==> src/rtl/regfile_wb_arbiter_pkg.sv <==
// Register-file constants shared by the writeback path, plus the ring-index helper
// used to advance the round-robin pointer.
package regfile_wb_arbiter_pkg;

  localparam int unsigned REG_ADDR_W = 5;
  localparam int unsigned NR_REGS    = 32;

  typedef logic [REG_ADDR_W-1:0] reg_addr_t;

  function automatic int ring_next(input int idx, input int n);
    return ((idx + 1) >= n) ? 0 : (idx + 1);
  endfunction

endpackage

==> src/rtl/regfile_wb_arbiter_wb_rr_select.sv <==
// Circular scan from the round-robin pointer that grants up to NR_WRITE_PORTS
// valid requesters, skipping any whose address is already granted this cycle.
module wb_rr_select
  import regfile_wb_arbiter_pkg::*;
#(
  parameter int NR_REQ         = 4,
  parameter int NR_WRITE_PORTS = 2,
  parameter int PTR_W          = (NR_REQ > 1) ? $clog2(NR_REQ) : 1
) (
  input  logic                                 i_en,
  input  logic [NR_REQ-1:0]                    i_valid,
  input  reg_addr_t [NR_REQ-1:0]               i_addr,
  input  logic [PTR_W-1:0]                     i_rr_ptr,
  output logic [NR_REQ-1:0]                    o_grant,
  output logic [NR_WRITE_PORTS-1:0]            o_port_vld,
  output logic [NR_WRITE_PORTS-1:0][PTR_W-1:0] o_port_idx,
  output logic                                 o_any,
  output logic [PTR_W-1:0]                     o_last
);

  logic [PTR_W-1:0] w_sel;
  logic             w_hit;
  logic             w_take;
  int               w_cnt;

  // Walk the ring once; the k-th accepted requester is steered to write port k.
  always_comb begin
    o_grant    = '0;
    o_port_vld = '0;
    o_port_idx = '0;
    o_any      = 1'b0;
    o_last     = i_rr_ptr;
    w_sel      = '0;
    w_hit      = 1'b0;
    w_take     = 1'b0;
    w_cnt      = 0;
    for (int o = 0; o < NR_REQ; o++) begin
      w_sel = PTR_W'((int'(i_rr_ptr) + o) % NR_REQ);
      w_hit = 1'b0;
      for (int j = 0; j < NR_REQ; j++) begin
        w_hit = w_hit | (o_grant[j] & (i_addr[j] == i_addr[w_sel]));
      end
      w_take = i_en & i_valid[w_sel] & (w_cnt < NR_WRITE_PORTS) & ~w_hit;
      o_grant[w_sel] = o_grant[w_sel] | w_take;
      for (int k = 0; k < NR_WRITE_PORTS; k++) begin
        o_port_vld[k] = o_port_vld[k] | (w_take & (k == w_cnt));
        o_port_idx[k] = (w_take && (k == w_cnt)) ? w_sel : o_port_idx[k];
      end
      o_last = w_take ? w_sel : o_last;
      o_any  = o_any | w_take;
      w_cnt  = w_cnt + int'(w_take);
    end
  end

endmodule

==> src/rtl/regfile_wb_arbiter.sv <==
// Writeback arbiter: picks functional-unit results for the register-file write
// ports and keeps the pending-write scoreboard for issued destinations.
module regfile_wb_arbiter
  import regfile_wb_arbiter_pkg::*;
#(
  parameter int DATA_WIDTH     = 64,
  parameter int NR_REQ         = 4,
  parameter int NR_WRITE_PORTS = 2
) (
  input  logic                                         clk_i,
  input  logic                                         rst_ni,
  input  logic                                         flush_i,
  input  logic [NR_REQ-1:0]                            req_valid_i,
  output logic [NR_REQ-1:0]                            req_ready_o,
  input  logic [NR_REQ-1:0][REG_ADDR_W-1:0]            req_addr_i,
  input  logic [NR_REQ-1:0][DATA_WIDTH-1:0]            req_data_i,
  input  logic                                         issue_valid_i,
  input  logic [REG_ADDR_W-1:0]                        issue_rd_i,
  output logic [NR_REGS-1:0]                           busy_o,
  output logic [NR_WRITE_PORTS-1:0]                    we_o,
  output logic [NR_WRITE_PORTS-1:0][REG_ADDR_W-1:0]    waddr_o,
  output logic [NR_WRITE_PORTS-1:0][DATA_WIDTH-1:0]    wdata_o
);

  localparam int PTR_W = (NR_REQ > 1) ? $clog2(NR_REQ) : 1;

  logic [PTR_W-1:0]                            r_rr_ptr;
  logic [NR_REGS-1:0]                          r_busy;
  logic [NR_WRITE_PORTS-1:0]                   r_we;
  logic [NR_WRITE_PORTS-1:0][REG_ADDR_W-1:0]   r_waddr;
  logic [NR_WRITE_PORTS-1:0][DATA_WIDTH-1:0]   r_wdata;

  logic [NR_REQ-1:0]                           w_grant;
  logic [NR_WRITE_PORTS-1:0]                   w_port_vld;
  logic [NR_WRITE_PORTS-1:0][PTR_W-1:0]        w_port_idx;
  logic                                        w_any;
  logic [PTR_W-1:0]                            w_last;
  logic [NR_REGS-1:0]                          w_clr;
  logic [NR_REGS-1:0]                          w_set;
  logic [NR_REGS-1:0]                          w_busy_nxt;

  // Holding the scan disabled in reset keeps every ready low.
  wb_rr_select #(
    .NR_REQ         (NR_REQ),
    .NR_WRITE_PORTS (NR_WRITE_PORTS),
    .PTR_W          (PTR_W)
  ) u_select (
    .i_en       (rst_ni),
    .i_valid    (req_valid_i),
    .i_addr     (req_addr_i),
    .i_rr_ptr   (r_rr_ptr),
    .o_grant    (w_grant),
    .o_port_vld (w_port_vld),
    .o_port_idx (w_port_idx),
    .o_any      (w_any),
    .o_last     (w_last)
  );

  assign req_ready_o = w_grant;

  // Issue set beats a same-cycle writeback clear; flush beats both.
  always_comb begin
    w_clr = '0;
    w_set = '0;
    for (int i = 0; i < NR_REQ; i++) begin
      w_clr[req_addr_i[i]] = w_clr[req_addr_i[i]] | w_grant[i];
    end
    w_set[issue_rd_i] = issue_valid_i;
    w_busy_nxt        = flush_i ? '0 : ((r_busy & ~w_clr) | w_set);
    w_busy_nxt[0]     = 1'b0;
  end

  // Scoreboard, ring pointer and registered write-port outputs.
  always_ff @(posedge clk_i) begin
    if (!rst_ni) begin
      r_rr_ptr <= '0;
      r_busy   <= '0;
      r_we     <= '0;
      r_waddr  <= '0;
      r_wdata  <= '0;
    end else begin
      r_busy   <= w_busy_nxt;
      r_rr_ptr <= w_any ? PTR_W'(ring_next(int'(w_last), NR_REQ)) : r_rr_ptr;
      for (int k = 0; k < NR_WRITE_PORTS; k++) begin
        r_we[k]    <= w_port_vld[k] & (req_addr_i[w_port_idx[k]] != '0);
        r_waddr[k] <= w_port_vld[k] ? req_addr_i[w_port_idx[k]] : '0;
        r_wdata[k] <= w_port_vld[k] ? req_data_i[w_port_idx[k]] : '0;
      end
    end
  end

  assign busy_o  = r_busy;
  assign we_o    = r_we;
  assign waddr_o = r_waddr;
  assign wdata_o = r_wdata;

endmodule

==> config.mk <==
export PLATFORM = sky130hd
export DESIGN_NAME = regfile_wb_arbiter
export DESIGN_NICKNAME = d
export VERILOG_FILES = /design/src/rtl/regfile_wb_arbiter_pkg.sv /design/src/rtl/regfile_wb_arbiter_wb_rr_select.sv /design/src/rtl/regfile_wb_arbiter.sv
export SDC_FILE = /design/constraint.sdc
export NUM_CORES = 1
export LEC_CHECK = 0
export ABC_AREA = 0
export CORE_AREA = 2 2 185 187
export DETAILED_ROUTE_END_ITERATION = 10
export DIE_AREA = 0 0 187 189
export PLACE_DENSITY = 0.78
export RECOVER_POWER = 100
export SKIP_CTS_REPAIR_TIMING = 1
export SYNTH_ARGS = -nofsm -noshare
export SYNTH_HDL_FRONTEND = slang
export SYNTH_SLANG_ARGS = --single-unit
==> constraint.sdc <==
create_clock -name clk_i -period 6.75 [get_ports clk_i]
set_input_delay 0.675 -clock clk_i [delete_from_list [all_inputs] [get_ports clk_i]]
set_output_delay 0.675 -clock clk_i [all_outputs]
set_load 0.02 [all_outputs]
Word level (Yosys, flattened, before mapping)
Memory sizes are Yosys's and may differ from the RTL's.
Cells that the tools add are included.

word-level totals
  ROM bits = 32
  flip-flop bits (word level) = 174
  memories kept = 1
  bits of input ports = 289

operators by class
  order comparisons = 24
  add/subtract/negate cells = 6
  bitwise gates (word level) = 65
  multiplexer cells = 72
  equality and inequality tests = 14
  reductions and logical operators = 23

memory list
  memory           depth  bits a word  read ports  clocked after Yosys merged registers in  wr ports  line                      RTL
  (no name shown)  32     1            1           0                                        0         regfile_wb_arbiter.sv:66  w_clr[req_addr_i[i]] = w_clr[req_addr_i[i]] | w_grant[i];

operators with widths
  operator                                                                       count
  64-bit binary-select mux with 2-bit select                                     2
  64-bit 2-to-1 mux                                                              2
  32-bit bitwise AND                                                             3
  32-bit bitwise mux                                                             3
  32-bit logical NOT                                                             3
  2-bit by 32-bit == test with 1-bit output, first input constant                2
  32-bit by 3-bit less-than comparator with 1-bit output, second input constant  2
  5-bit == test                                                                  12
  5-bit binary-select mux with 2-bit select                                      5
  32-bit by 2-bit adder with 32-bit output                                       1
  32-bit NOT                                                                     1
  32-bit OR                                                                      1
  1-bit bitwise AND                                                              30
  5-bit by 6-bit less-than comparator with 1-bit output, second input constant   5
  1-bit demux with 5-bit select                                                  5
  5-bit by 1-bit >= comparator with 1-bit output, second input constant          5
  5-bit 2-to-1 mux                                                               5
  1-bit OR                                                                       25
  2-bit 2-to-1 mux                                                               11
  1-bit 2-to-1 mux                                                               21
  2-bit by 3-bit less-than comparator with 1-bit output, second input constant   6
  1-bit binary-select mux with 2-bit select                                      8
  1-bit binary-select mux with 5-bit select                                      3
  1-bit logical AND                                                              15
  other kinds (14)                                                               28

Logic depth before layout (Yosys ltp)
Gate-level depths: netlist of the first run.

  depth after elaboration = 46
  depth in mapped cells = 38
  gate-level depth less buffers = 29

Hierarchy
Synthesis of the first run repeated with hierarchy kept, for this count alone.

unflattened totals
  cell total of the unflattened synthesis = 1514
  area total of the unflattened synthesis = 14287.5 sq um

by module, submodules not included
  module              cells an instance  sequential area each (sq um)  times used  area each (sq um)
  regfile_wb_arbiter  1195               3463.3                        1           11910.2
  wb_rr_select        319                0.0                           1           2377.3

Worst setup path after synthesis of the first run
Ideal clock, no wire load.

  kind = register to register
  start = reg r_rr_ptr[0]
  end = reg r_busy[23], in the netlist busy_o[23]
  slack = 148 ps
  period minus slack after synthesis = 6602 ps
  path buffers = 7
  stages on the path, launching flop included = 36
  setup time = 74 ps
  data required time = 6676 ps
  arrival time = 6528 ps
  cell sequence = dfxtp_1 buf_4 buf_6 inv_2 clkbuf_1 ha_1 buf_2 nand2_1 a21oi_1 nor4_1 o2111ai_1 o2111ai_2 or2_4 inv_2 ha_1 nand3b_1 a21oi_1 nand3_1 a221o_1 buf_6 fa_1 nand3_1 nor2_1 o2111a_1 inv_1 o211ai_2 a21o_1 nor4_4 buf_6 nand3_1 a221oi_2 o2111ai_2 nor4_4 buf_6 nand4_1 a31oi_1

on the way
  elaborated cells on any way between the ends = 121
  classes of those cells = 5 x add/sub; 11 x order compare; 12 x eq/ne; 42 x mux; 47 x bitwise; 4 x reduce/logical

RTL lines
  item                                                                                                             line                                   RTL
  from (decl)                                                                                                      regfile_wb_arbiter.sv:27               logic [PTR_W-1:0] r_rr_ptr;
  from (signal assigned)                                                                                           regfile_wb_arbiter.sv:83               r_rr_ptr <= w_any ? PTR_W'(ring_next(int'(w_last), NR_REQ)) : r_rr_ptr;
  parallel branches: the longest is 28 deep, another holds 32-bit by 3-bit less-than comparator with 1-bit output  n/a
  4-bit bitwise mux *                                                                                              regfile_wb_arbiter_wb_rr_select.sv:44  o_grant[w_sel] = o_grant[w_sel] | w_take;
  named net req_ready_o[2]                                                                                         regfile_wb_arbiter.sv:14               output logic [NR_REQ-1:0] req_ready_o,
  1-bit OR *                                                                                                       regfile_wb_arbiter.sv:66
  32-bit bitwise mux *                                                                                             regfile_wb_arbiter.sv:66
  1-bit binary-select mux with 5-bit select                                                                        regfile_wb_arbiter.sv:66
  1-bit 2-to-1 mux (not written as such)                                                                           regfile_wb_arbiter.sv:66
  1-bit OR                                                                                                         regfile_wb_arbiter.sv:66
  32-bit bitwise mux *                                                                                             regfile_wb_arbiter.sv:66
  32-bit NOT *                                                                                                     regfile_wb_arbiter.sv:69               w_busy_nxt = flush_i ? '0 : ((r_busy & ~w_clr) | w_set);
  32-bit bitwise AND *                                                                                             regfile_wb_arbiter.sv:69
  32-bit OR *                                                                                                      regfile_wb_arbiter.sv:69
  to (signal assigned)                                                                                             regfile_wb_arbiter.sv:82               r_busy <= w_busy_nxt;
  to (decl)                                                                                                        regfile_wb_arbiter.sv:28               logic [NR_REGS-1:0] r_busy;

Mark *: on every way through the listed nets, which the timed path passes. The select of a mux whose other input is x is not followed.
A chain may end at the register's enable or synchronous reset.

Final worst setup path of the first run
  start = reg r_rr_ptr[0]
  end = reg r_busy[10], in the netlist busy_o[10]

on the way
  cells in the longest elaborated chain, start to end = 46
  elaborated cells on any way between the ends = 121
  classes of those cells = 5 x add/sub; 11 x order compare; 12 x eq/ne; 42 x mux; 47 x bitwise; 4 x reduce/logical

ends and longest elaborated chain
  item                                                                                                             line
  parallel branches: the longest is 28 deep, another holds 32-bit by 3-bit less-than comparator with 1-bit output  n/a
  4-bit bitwise mux *                                                                                              regfile_wb_arbiter_wb_rr_select.sv:44
  1-bit OR                                                                                                         regfile_wb_arbiter.sv:66
  32-bit bitwise AND (no source line)                                                                              n/a
  1-bit binary-select mux with 5-bit select                                                                        regfile_wb_arbiter.sv:66
  1-bit 2-to-1 mux (not written as such)                                                                           regfile_wb_arbiter.sv:66
  1-bit OR                                                                                                         regfile_wb_arbiter.sv:66
  32-bit bitwise mux                                                                                               regfile_wb_arbiter.sv:66
  [3 not listed]                                                                                                   n/a
  32-bit bitwise mux                                                                                               regfile_wb_arbiter.sv:66
  1-bit binary-select mux with 5-bit select                                                                        regfile_wb_arbiter.sv:66
  1-bit 2-to-1 mux (not written as such)                                                                           regfile_wb_arbiter.sv:66
  1-bit OR                                                                                                         regfile_wb_arbiter.sv:66
  32-bit bitwise mux *                                                                                             regfile_wb_arbiter.sv:66
  32-bit NOT *                                                                                                     regfile_wb_arbiter.sv:69
  32-bit bitwise AND *                                                                                             regfile_wb_arbiter.sv:69
  32-bit OR *                                                                                                      regfile_wb_arbiter.sv:69

Every way passes the cells marked *. The select of a mux whose other input is x is not followed.

==> results by stage, run 1 <==
Status:
- The flow ran to the end, and the final reports show no timing, DRC or antenna violations.

Power and ir drop:
- The proportion of power drawn by flip-flops and latches is 16.0%.
- The switching power total is 4170 uW.
- The total power after layout is 9360 uW.
- The internal power component is 5190 uW.
- The ratio of total power to cell area is 427 nW/um2.
- The static leakage is 0.00854 uW.
- The proportion of power drawn by combinational gates is 72.6%.
- The highest ir drop seen on vdd is 0.399 mV.
- Net switching is 44.6% of the power.
- The clock network fraction of total power is 11.3%.

Drt:
- The detailed-routing iteration count for the pre-antenna-repair pass is 7.
- The number of vias in the routed layout is 17100.
- In the routed design, unresolved DRC markers number 0.
- The final antenna-violating net count is 0.
- The routed length per instance is 29.1 um.
- For this block, the initial DRC count from the detailed router was 1891.
- Dividing the detail-routed via count by the number of cells gives 6.45.
- The routed design has 77200 um of wire.

Global route:
- The number of antenna violations at the first check in global routing is 16.
- The aggregate global-route resource usage is 42.2%.
- Entering global routing, the biggest net connects 65 pins.
- The first global-routing pass estimated 111000 um of wire.
- The total overflow reported by the global router is 0.
- The via count of the first global-routing pass is 16500.

Timing:
- Of the available clock period, the critical path in the final layout requires 98.3%.
- For the final routed database, the setup TNS stands at 0 ps.
- The count of final max-slew check failures was 0.
- The slew at the pin closest to its max-slew limit is 1250 ps.
- Subtracting the final worst setup slack from the clock period gives 6640 ps.
- The final number of setup-violating endpoints is 0.
- The tightest slew margin relative to the limit is 16.0%.
- For the final database, setup skew stands at 9.87 ps.
- The final setup slack of the worst path is 113 ps.
- The highest achievable clock rate is 151 MHz.
- The final hold violation count came to 0.

Synthesis:
- The post-synthesis cell type count is 94.
- The number of synthesized flops with an enable pin is 0.
- In the synthesized netlist, the number of instances is 1566.
- In this run the cell area of the synthesized design comes to 14200 um2.
- The flop and latch count out of synthesis is 173.
- Counting every net in the synthesized netlist gives 1865.
- The async set-reset flop share out of synthesis is 0%.
- The most used flip-flop cell after synthesis is sky130_fd_sc_hd__dfxtp_1.
- The yosys synthesis warning count is 0.
- The post-synthesis average cell area is 9.06 um2.
- After synthesis, flip-flops and latches occupy 24.4% of the total area.

Placed design:
- The count of buffers added on input and output ports is 463.
- The worst slack at placement is -442 ps.
- The global placer's final weighted congestion is 1.04.
- Summed over all nets, the half-perimeter wirelength after detailed placement is 60800 um.
- The standard cell area after detailed placement is 20800 um2.

Clock network:
- The clock slew at the register clock pins of the worst setup and hold paths is 80 ps.
- Clock latency on the worst-skew pair, taken at its later pin, is 470 ps.
- The clock tree root driver cell is sky130_fd_sc_hd__clkbuf_16.
- The H-tree was split into 4 levels.
- The clock drives 173 sinks.
- The number of clock buffers added by TritonCTS is 17.
- In this run the deepest clock path goes through 2 buffers.
- The CTS tree is yes.

Cells and area:
- In the layout the commonest cells are sky130_fd_sc_hd__clkdlybuf4s50_1 (283), sky130_fd_sc_hd__buf_4 (258), sky130_fd_sc_hd__dfxtp_1 (172).
- After the last flow step, the layout net total stands at 2480.
- Measured on the finished design, the core utilization comes to 65.9%.
- Leaving out fill and tap cells, the most frequent cell in the layout is sky130_fd_sc_hd__clkdlybuf4s50_1.
- The synthesis-to-layout area growth is 54.6%.
- The post-route netlist has 24.2% of its cells at a drive strength greater than 1.
- After routing the design area is 21900 um2.
- The number of filler cells placed in the layout is 2723.

Hold path:
- The path class of the tightest hold or removal check is reg2reg.

Critical path:
- The sort of element at the end of the critical path is a flop.
- The cell at the slowest stage of the critical path is sky130_fd_sc_hd__dfxtp_2.
- In this design, the stage delay of the slowest critical-path cell is 390 ps.
- The worst endpoint required time is 7140 ps.
- The critical path is of the reg2reg type.
- At the worst endpoint, the arrival time is 7030 ps.
- The maximum fanout along the worst path is 42.
- STA classifies the critical path startpoint as a flop.

Floorplan:
- The floorplan die height is 189 um.
- Row generation in the floorplan step produced 67 rows.
- The I/O pin count is 465.
- The die is 187 um wide.
- For this configuration, the core starts out at a cell density of 42.6%.
- The core area is 33300 um2.
- The die outline area is 35300 um2.

Flow run:
- The number of maximum-capacitance violations is 0.
## cell families after synthesis
group                      after synthesis  synth area share, %
xor gates and xnor gates                49                 3.03
muxes                                  164                 24.4
other                                    1               0.0264
AOI/OAI and AO/OA                      371                 18.9
adders and majority gates               10                0.935
DFF                                    173                 24.4
and+or+nand+nor                        630                 23.0
buffers and inverters                  168                 5.34
## sequential cells by signal (all words and copies together), names as in the netlist
register  cells
wdata_o     128
busy_o       31
waddr_o      10
r_rr_ptr      2
we_o          2
## final timing paths
check / from / slack, ps / cells past startpoint / to
max: r_rr_ptr[0]$_SDFFE_PN0P_ / 110 / 31 / busy_o[10]$_SDFF_PP0_
min: busy_o[1]$_SDFF_PP0_ / 480 / 2 / busy_o[1]$_SDFF_PP0_
max reg2reg: r_rr_ptr[0]$_SDFFE_PN0P_ / 110 / 31 / busy_o[10]$_SDFF_PP0_
min reg2reg: busy_o[1]$_SDFF_PP0_ / 480 / 2 / busy_o[1]$_SDFF_PP0_
## power by group through the flow
stage | sequential, uW | combinational, uW | clock [uW]
after CTS | 1510 | 6600 | 1060
after detailed placement | 1530 | 6550 | 0
final | 1500 | 6790 | 1060
after global placement | 1520 | 6520 | 0
after floorplan | 1910 | 3460 | 0
after global routing | 1530 | 7060 | 1100
## synthesized netlist by cell type, types with 5 or more instances
master                        n  area, um2
sky130_fd_sc_hd__dfxtp_1    173       3460
sky130_fd_sc_hd__nand2_1    166        623
sky130_fd_sc_hd__nor2b_1    149        932
sky130_fd_sc_hd__mux4_2     145       3270
sky130_fd_sc_hd__nor2_1     107        402
sky130_fd_sc_hd__clkbuf_1    87        327
sky130_fd_sc_hd__o21ai_0     72        360
sky130_fd_sc_hd__a21oi_1     53        265
sky130_fd_sc_hd__nand3_1     40        200
sky130_fd_sc_hd__a31oi_1     32        200
sky130_fd_sc_hd__nor3_1      32        160
sky130_fd_sc_hd__buf_2       30        150
sky130_fd_sc_hd__nand4_1     30        188
sky130_fd_sc_hd__xnor2_1     29        254
sky130_fd_sc_hd__inv_1       21       78.8
sky130_fd_sc_hd__o211ai_1    20        150
sky130_fd_sc_hd__xor2_1      20        175
sky130_fd_sc_hd__and2_1      18        113
sky130_fd_sc_hd__o22ai_1     18        113
sky130_fd_sc_hd__a211oi_1    17        128
sky130_fd_sc_hd__mux2i_1     17        170
sky130_fd_sc_hd__o221ai_1    14        123
sky130_fd_sc_hd__buf_1       13       48.8
sky130_fd_sc_hd__nand2b_1    13       81.3
sky130_fd_sc_hd__nor4_1      13       81.3
sky130_fd_sc_hd__o21ai_1     12       60.1
sky130_fd_sc_hd__and3_1      11       68.8
sky130_fd_sc_hd__a221oi_1    10       87.6
sky130_fd_sc_hd__a41oi_1     10       87.6
sky130_fd_sc_hd__buf_6       10        113
sky130_fd_sc_hd__o31ai_1     10       75.1
sky130_fd_sc_hd__ha_1         9        113
sky130_fd_sc_hd__o31a_1       9       78.8
sky130_fd_sc_hd__nand3b_1     8       60.1
sky130_fd_sc_hd__or3_1        8       50.1
sky130_fd_sc_hd__a32oi_1      7       61.3
sky130_fd_sc_hd__or2_2        7       43.8
sky130_fd_sc_hd__and3b_1      6       52.6
sky130_fd_sc_hd__o2111ai_1    6       52.6
sky130_fd_sc_hd__o41ai_1      6       52.6
sky130_fd_sc_hd__or3b_2       6       52.6
sky130_fd_sc_hd__nor3b_1      5       37.5
## critical path: cells and delay by family, from the launching register on
family | cells | cell delay (ps)
flops | 1 | 390
compound gates | 12 | 2490
xor+xnor | 1 | 340
mux | 1 | 320
buf+inv | 5 | 820
fa+ha+maj | 2 | 530
simple gates | 10 | 1600
## layer usage
metal | wire, um | vias to the layer above | share of wire [%] | GRT usage, %
li1 | - | 7206 | - | -
met1 | 28800 | 8370 | 37 | 52.4
met2 | 35500 | 1261 | 46 | 67.6
met3 | 7890 | 299 | 10 | 10.5
met4 | 4990 | 8 | 6.5 | 23.1
met5 | 124 | - | 0.16 | 0
## cell type report
cell class,instances,area (um2),area share [%]
multi-input cells,1225,10300,47.1
inverters,25,96.3,0.440
diodes,16,40.0,0.183
well taps,448,561,2.56
clock inverters,12,121,0.554
repair buffers,739,6860,31.3
flip-flops and latches,173,3460,15.8
clock buffers,20,467,2.13
## stage by stage
step	std cells	hold WS (ps)
floorplan	1566	536
global placement	2591	459
detailed placement	2591	463
CTS	2623	479
global route	2652	505
finish	2658	480
(Power assumes the default switching activity.)
==> run 2: changes to the inputs <==
--- a/config.mk
+++ b/config.mk
@@ -6,6 +6,7 @@
 export NUM_CORES = 1
 export LEC_CHECK = 0
 export ABC_AREA = 0
+export CAP_MARGIN = 20
 export CORE_AREA = 2 2 185 187
 export DETAILED_ROUTE_END_ITERATION = 10
 export DIE_AREA = 0 0 187 189
==> results of run 2 <==
The final DEF is identical to that of run 1; final timing and power are the same.
==> run 3: changes to the inputs <==
--- a/config.mk
+++ b/config.mk
@@ -10,9 +10,11 @@
 export CORE_AREA = 2 2 185 187
 export DETAILED_ROUTE_END_ITERATION = 10
 export DIE_AREA = 0 0 187 189
+export HOLD_SLACK_MARGIN = 0.15
 export PLACE_DENSITY = 0.78
 export RECOVER_POWER = 100
 export SKIP_CTS_REPAIR_TIMING = 1
+export SLEW_MARGIN = 20
 export SYNTH_ARGS = -nofsm -noshare
 export SYNTH_HDL_FRONTEND = slang
 export SYNTH_SLANG_ARGS = --single-unit
==> results of run 3 <==
The final DEF is identical to that of run 1; final timing and power are the same.
